`src/rtl/seq_chunk_adder.sv`:
```
// seq_chunk_adder: a + b + c computed CHUNK bits per clock with a registered inter-slice carry.
// Define SEQ_CHUNK_ADDER_SUB_EN to add the `sub` input selecting a - b - c.
module seq_chunk_adder #(
    parameter int WIDTH = 8,
    parameter int CHUNK = 4
) (
    input  logic             clk,
    input  logic             rst,
    input  logic             in_valid,
    output logic             in_ready,
    input  logic [WIDTH-1:0] a,
    input  logic [WIDTH-1:0] b,
    input  logic             c,
`ifdef SEQ_CHUNK_ADDER_SUB_EN
    input  logic             sub,
`endif
    output logic             out_valid,
    input  logic             out_ready,
    output logic [WIDTH:0]   out
);
    localparam int NCH = (CHUNK > 0) ? WIDTH / CHUNK : 1;
    localparam int IW  = (NCH > 1) ? $clog2(NCH) : 1;
    localparam logic [IW-1:0] LAST = IW'(NCH - 1);

    generate
        if (CHUNK < 1) begin : g_bad_chunk
            $error("seq_chunk_adder: CHUNK must be >= 1");
        end else if ((WIDTH % CHUNK) != 0) begin : g_bad_width
            $error("seq_chunk_adder: WIDTH must be a multiple of CHUNK");
        end
    endgenerate

    typedef enum logic [1:0] {S_IDLE, S_RUN, S_DONE} state_t;

    state_t           r_state;
    state_t           w_next;
    logic [WIDTH-1:0] r_a;
    logic [WIDTH-1:0] r_b;
    logic             r_carry;
    logic [IW-1:0]    r_idx;
    logic [WIDTH:0]   r_out;

    logic [WIDTH-1:0] w_b_in;
    logic             w_c_in;
    logic [CHUNK-1:0] w_sa;
    logic [CHUNK-1:0] w_sb;
    logic [CHUNK:0]   w_sum;
    logic             w_last;
    logic             w_accept;

    // Subtraction is a + ~b + ~c, so the operand is inverted once at capture.
`ifdef SEQ_CHUNK_ADDER_SUB_EN
    assign w_b_in = sub ? ~b : b;
    assign w_c_in = sub ? ~c : c;
`else
    assign w_b_in = b;
    assign w_c_in = c;
`endif

    assign w_sa     = r_a[int'(r_idx) * CHUNK +: CHUNK];
    assign w_sb     = r_b[int'(r_idx) * CHUNK +: CHUNK];
    assign w_sum    = {1'b0, w_sa} + {1'b0, w_sb} + {{CHUNK{1'b0}}, r_carry};
    assign w_last   = (r_idx == LAST);
    assign w_accept = in_valid && in_ready;
    assign out      = r_out;

    always_ff @(posedge clk or posedge rst) begin
        if (rst) r_state <= S_IDLE;
        else     r_state <= w_next;
    end

    always_comb begin
        w_next = r_state;
        case (r_state)
            S_IDLE: if (in_valid) w_next = S_RUN;
            S_RUN:  if (w_last) w_next = S_DONE;
            S_DONE: if (out_ready) w_next = in_valid ? S_RUN : S_IDLE;
            default: w_next = S_IDLE;
        endcase
    end

    always_comb begin
        in_ready  = (r_state == S_IDLE) || ((r_state == S_DONE) && out_ready);
        out_valid = (r_state == S_DONE);
    end

    always_ff @(posedge clk or posedge rst) begin
        if (rst) begin
            r_a     <= '0;
            r_b     <= '0;
            r_carry <= 1'b0;
            r_idx   <= '0;
            r_out   <= '0;
        end else if (w_accept) begin
            r_a     <= a;
            r_b     <= w_b_in;
            r_carry <= w_c_in;
            r_idx   <= '0;
        end else if (r_state == S_RUN) begin
            r_out[int'(r_idx) * CHUNK +: CHUNK] <= w_sum[CHUNK-1:0];
            r_carry <= w_sum[CHUNK];
            if (w_last) r_out[WIDTH] <= w_sum[CHUNK];
            else        r_idx <= r_idx + 1'b1;
        end
    end
endmodule

```
`config.mk`:
```
export PLATFORM = sky130hd
export DESIGN_NAME = seq_chunk_adder
export DESIGN_NICKNAME = d
export VERILOG_FILES = /design/src/rtl/seq_chunk_adder.sv
export SDC_FILE = /design/constraint.sdc
export NUM_CORES = 1
export LEC_CHECK = 0
export CORE_UTILIZATION = 50
export CTS_CLUSTER_SIZE = 20
export DETAILED_ROUTE_END_ITERATION = 6
export PLACE_DENSITY = 0.8
export SETUP_SLACK_MARGIN = 0.05
export SLEW_MARGIN = 20
export SYNTH_ARGS = -nofsm -noshare
export SYNTH_HDL_FRONTEND = slang
export SYNTH_SLANG_ARGS = --single-unit
```
`constraint.sdc`:
```
create_clock -name clk -period 4 [get_ports clk]
set_input_delay 0.8 -clock clk [delete_from_list [all_inputs] [get_ports clk]]
set_output_delay 0.8 -clock clk [all_outputs]
set_load 0.03 [all_outputs]
```
## Word level (Yosys, flattened, before mapping)

Index checks and enable logic that the tools add are counted.

| word-level totals | value |
|---|---|
| register bits after elaboration | 29 |
| input port bits | 21 |
| output and inout port bits | 11 |
| word-level logic and storage cells | 39 |

| operators by class | value |
|---|---|
| add/subtract/negate cells | 4 |
| equal/unequal tests | 5 |
| shift-type cells | 4 |
| muxes and demuxes | 12 |
| bitwise gates (word level) | 1 |
| reduce and logical (&&, ||, !) cells | 7 |

Operator list:

| operator | number |
|---|---|
| negator 3 -> 33 bit | 1 |
| variable shift 4 x 33 -> 9 bit (first input constant) | 1 |
| variable part select 4 x 33 -> 9 bit | 1 |
| variable part select 8 x 4 -> 4 bit | 2 |
| bitwise mux 9 bit | 1 |
| two-way mux 1 bit | 7 |
| two-way mux 2 bit | 3 |
| case mux 2 bit (3 select lines) | 1 |
| adder 4 x 4 -> 5 bit | 1 |
| adder 5 x 1 -> 5 bit | 1 |
| inequality test 2 bit (second input constant) | 2 |
| AND reduction 3 bit | 1 |
| equality test 2 x 1 -> 1 bit (second input constant) | 1 |
| equality test 2 bit (second input constant) | 1 |
| logical AND 1 bit | 2 |
| zero test 2 bit | 1 |
| inequality test 2 x 1 -> 1 bit (second input constant) | 1 |
| AND reduction 2 bit | 1 |
| nonzero test 2 bit | 1 |
| adder 1 bit (second input constant) | 1 |
| logical OR 1 bit | 1 |
| inverter 1 bit | 1 |

## Logic depth before layout (Yosys ltp)

| logic depth | value |
|---|---|
| depth after elaboration | 6 |
| gate-level depth with buffers | 7 |
| mapped depth without buffers | 6 |

## Worst setup path before layout

No wires, ideal clock.

| timing path | value |
|---|---|
| path type | register -> register |
| start point | reg r_idx |
| end point | reg r_carry |
| setup time | 0.138 ns |
| arrival | 2.174 ns |
| data required time | 3.862 ns |
| path slack | 1.688 ns |
| cell stages (with the launch flop) | 8 |
| buffers on the path | 1 |
| clock period less this slack | 2.312 ns |
| cell sequence | dfrtp_1 > buf_2 > mux2_2 > fa_1 > fa_1 > a21o_1 > a21oi_1 > o221ai_1 |

| between the ends | value |
|---|---|
| cells in the longest elaborated chain, start to end | 5 |
| elaborated cells between the ends (all ways) | 6 |
| those cells by class | add/sub (2); shift (2); mux (2) |

RTL lines:

| what | RTL line | source |
|---|---|---|
| from (decl) | 40 | `logic [IW-1:0] r_idx;` |
| from (signal assigned) | 103 | `else r_idx <= r_idx + 1'b1;` |
| variable part select 8 x 4 -> 4 bit (on tied branches) | 60, 61 |  |
| adder 4 x 4 -> 5 bit (*) | 62 | `assign w_sum = {1'b0, w_sa} + {1'b0, w_sb} + {{CHUNK{1'b0}}, r_carry};` |
| adder 5 x 1 -> 5 bit (*) | 62 |  |
| two-way mux 1 bit (*) | 99 | `end else if (r_state == S_RUN) begin` |
| two-way mux 1 bit (*) | 94 | `end else if (w_accept) begin` |
| to (signal assigned) | 97 | `r_carry <= w_c_in;` |
| to (signal assigned) | 101 | `r_carry <= w_sum[CHUNK];` |
| to (decl) | 39 | `logic r_carry;` |

Every way passes the cells marked *; elsewhere a longest branch is shown, timed or not. The select of a mux whose other input is x is not followed.
A chain may end at the register's enable or synchronous reset.

## Worst setup path after layout

| timing path | value |
|---|---|
| start point | in out_ready |
| end point | out in_ready |

| between the ends | value |
|---|---|
| cells in the longest elaborated chain, start to end | 2 |

RTL lines:

| what | RTL line | source |
|---|---|---|
| from (decl) | 18 | `input logic out_ready,` |
| logical AND 1 bit | 83 | `in_ready = (r_state == S_IDLE) \|\| ((r_state == S_DONE) && out_ready);` |
| logical OR 1 bit | 83 |  |
| to (decl) | 10 | `output logic in_ready,` |

No other way between the ends.

==> metrics.txt <==
Layout fillers 185; area of the multi-input gates 614 µm²; clock root buffer clkbuf_4; clock power share 10.7%; CP max stage delay 680 ps; initial antenna violation count 0; drt wl/cell 14.9 µm; Worst Path Required 3200 ps; layout cells sized above 1 28.4%; width of the die 54.7 µm; CP Launch Type input pin; final wirelength 2450 µm; Core ar. 2540 µm²; most common cell in the netlist dfrtp_1; Max Clock Skew 6.29 ps; CTS resizes 0; Synth Instances 99; fin. max-slew vios 0; Avg Cell Area, Syn 14.0 µm²; Distinct cells, synth 27; R2R setup slack 1450 ps; sw frac 38.5%; Tcrit/Tclk final 76.6%; vias in the first global route 852; Seq/Total Area, Yosys 52.3%; Critical Setup Path Class input pin to output port; Pwr per Cell Area 920 nW/µm²; final instance area 1760 µm²; placed cell area 1710 µm²; synth cell count leaders dfrtp_1 (29), mux2_2 (21), mux2_4 (7); post-synthesis cell area 1390 µm²; TritonRoute pass-1 iters 4; Worst EP arrival 2260 ps; status complete, no violations; Max-Cap Viols 0; Top Ports 32; Net Sw Power 624 µW; P&R area growth vs syn 27.0%; Via density 5.32; Final Power 1620 µW; Worst path slowest cell clkdlybuf4s50_1; clock-pin slew on the worst setup and hold paths 80 ps; total CTS buffers 5; 1st-iter DRT viols 8; clock latency on the worst-skew pair 320 ps; Int Pwr 997 µW; GR Util All Layers 20.0%; Worst path most repeated cell clkdlybuf4s50_1; warnings from Yosys 0; ant diodes 0; Final min period 3060 ps; grt total ovfl 0; floorplan row count 18; slew margin rel. 61.0%; CTS tree built; CP max FO 3; Post-CTS Setup Bufs 0; CTS sink count 29; sequential cell area 726 µm²; Min-Delay Path Class flop to flop; largest area contributor in the netlist dfrtp_1; synthesized flop and latch total 29; DR vias 873; Die ar. 2990 µm²; Max Clock Freq 0.326 GHz; Die Y 54.7 µm; first-pass GRT wire length 3960 µm; Reg power frac 34.0%; post-route setup TNS 0 ps; Routed Antenna Nets 0; Lkg Pwr 0.000760 µW; Yosys top cell area share 52.3%; Main synth FF type dfrtp_1; Post-CTS Hold Fix Bufs 0; DRC violations left 0; H-tree Lvls 2; endpoints failing setup 0; RePlAce Congestion 0.679; CTS Buffer Depth 2; Hold Fails Final Rpt 0; HPWL Detailed 1790 µm; combinational power share 55.2%; largest net degree at the start of global routing 30; leading post-synthesis cells by cell area dfrtp_1 (52%), mux2_2 (17%), mux2_4 (7.6%), fa_1 (2.9%), ha_1 (2.7%); worst path cell trace clkdlybuf4s50_1 -> and2b_1 -> nor2_1 -> clkdlybuf4s50_1; asr flop ratio synth 100%; Worst Max-Slew Pin Slew 584 ps; RSZ-0062 raised after global routing no; crit path capture type output port; Initial Utilization 54.5%; Port Buf Inserts 31; Worst VDD drop 0.627 mV; syn nets 125; Final #Nets 160; Post-synth EDFFs 0
[through the flow]
stage | util [%] | hold WS, ps | setup WS, ps | std cells
global route | 69.2 | 520 | 878 | 164
CTS | 69.2 | 496 | 935 | 164
detailed placement | 67.1 | 475 | 940 | 157
finish | 69.2 | 499 | 936 | 164
global placement | 67.1 | 463 | 974 | 157
floorplan | - | 475 | 1690 | 99
[layout by cell type, fill, tap and decap left out]
| master | n |
|---|---|
| a21boi_0 | 1 |
| clkbuf_4 | 5 |
| inv_1 | 2 |
| inv_2 | 1 |
| nand2b_1 | 1 |
| nand2_1 | 4 |
| nand3_1 | 1 |
| o31ai_1 | 2 |
| xnor2_1 | 1 |
| a21oi_1 | 4 |
| clkdlybuf4s50_1 | 31 |
| clkbuf_8 | 1 |
| nor3b_2 | 2 |
| o41ai_1 | 1 |
| buf_4 | 1 |
| mux2_2 | 21 |
| and2b_1 | 1 |
| a21o_1 | 1 |
| dfrtp_1 | 29 |
| o21ai_0 | 3 |
| and3b_1 | 1 |
| clkbuf_1 | 1 |
| nor2_1 | 3 |
| nand4bb_1 | 1 |
| o221ai_1 | 1 |
| mux2_4 | 7 |
| or2_1 | 1 |
| nand3b_1 | 1 |
| ha_1 | 3 |
| fa_1 | 2 |
[path summary, 6_finish.rpt]
kind / startpoint / end / cells after the start
worst max-delay path: out_ready / in_ready / 4
worst min-delay path: out[8] / out[8] / 2
worst max register to register: r_idx / r_carry / 6
worst min register to register: out[8] / out[8] / 2
max in group asynchronous: rst / r_b[5] / 2
min in group asynchronous: rst / r_a[1] / 2
[flip-flops by register name, summed over array words and instances, names as in the netlist]
| signal | cells |
|---|---|
| out | 9 |
| r_a | 8 |
| r_b | 8 |
| r_carry | 1 |
| r_idx | 1 |
| r_state | 2 |
[cell type report]
cell class | count | area share (%)
flip-flops and latches | 29 | 41.2
multi-input cells | 63 | 34.9
repair buffers | 32 | 18.0
clock buffers | 7 | 3.12
well taps | 30 | 2.13
inverters | 3 | 0.639
[critical path, delay by kind of cell]
kind / cells / cell delay (ps)
and+or+nand+nor: 2 / 300
buffers and inverters: 2 / 1160
[power by group through the flow]
stage / combinational, µW / clock [µW] / sequential, µW
after floorplan: 609 / 0 / 598
after global placement: 867 / 0 / 551
after detailed placement: 897 / 0 / 560
after CTS: 903 / 182 / 554
after global routing: 988 / 192 / 577
final: 895 / 174 / 551
[cells by family after synthesis]
group                      Yosys count  synth area share [%]
DFF                                 29                  52.3
muxes                               28                  24.6
and+or+nand+nor                     16                  7.48
AOI/OAI and AO/OA                   13                  5.95
buffers and inverters                7                  3.43
adders and majority gates            5                  5.59
xor gates and xnor gates             1                 0.631
[routing by layer]
| layer | vias up | GRT usage, % | routed length, µm |
|---|---|---|---|
| met1 | 419 | 26.0 | 1190 |
| met3 | 6 | 5.83 | 131 |
| met5 | - | 0 | 0 |
| li1 | 420 | - | - |
| met4 | 0 | 10.3 | 39 |
| met2 | 28 | 29.9 | 1090 |
Power figures use the tool's default switching activity.
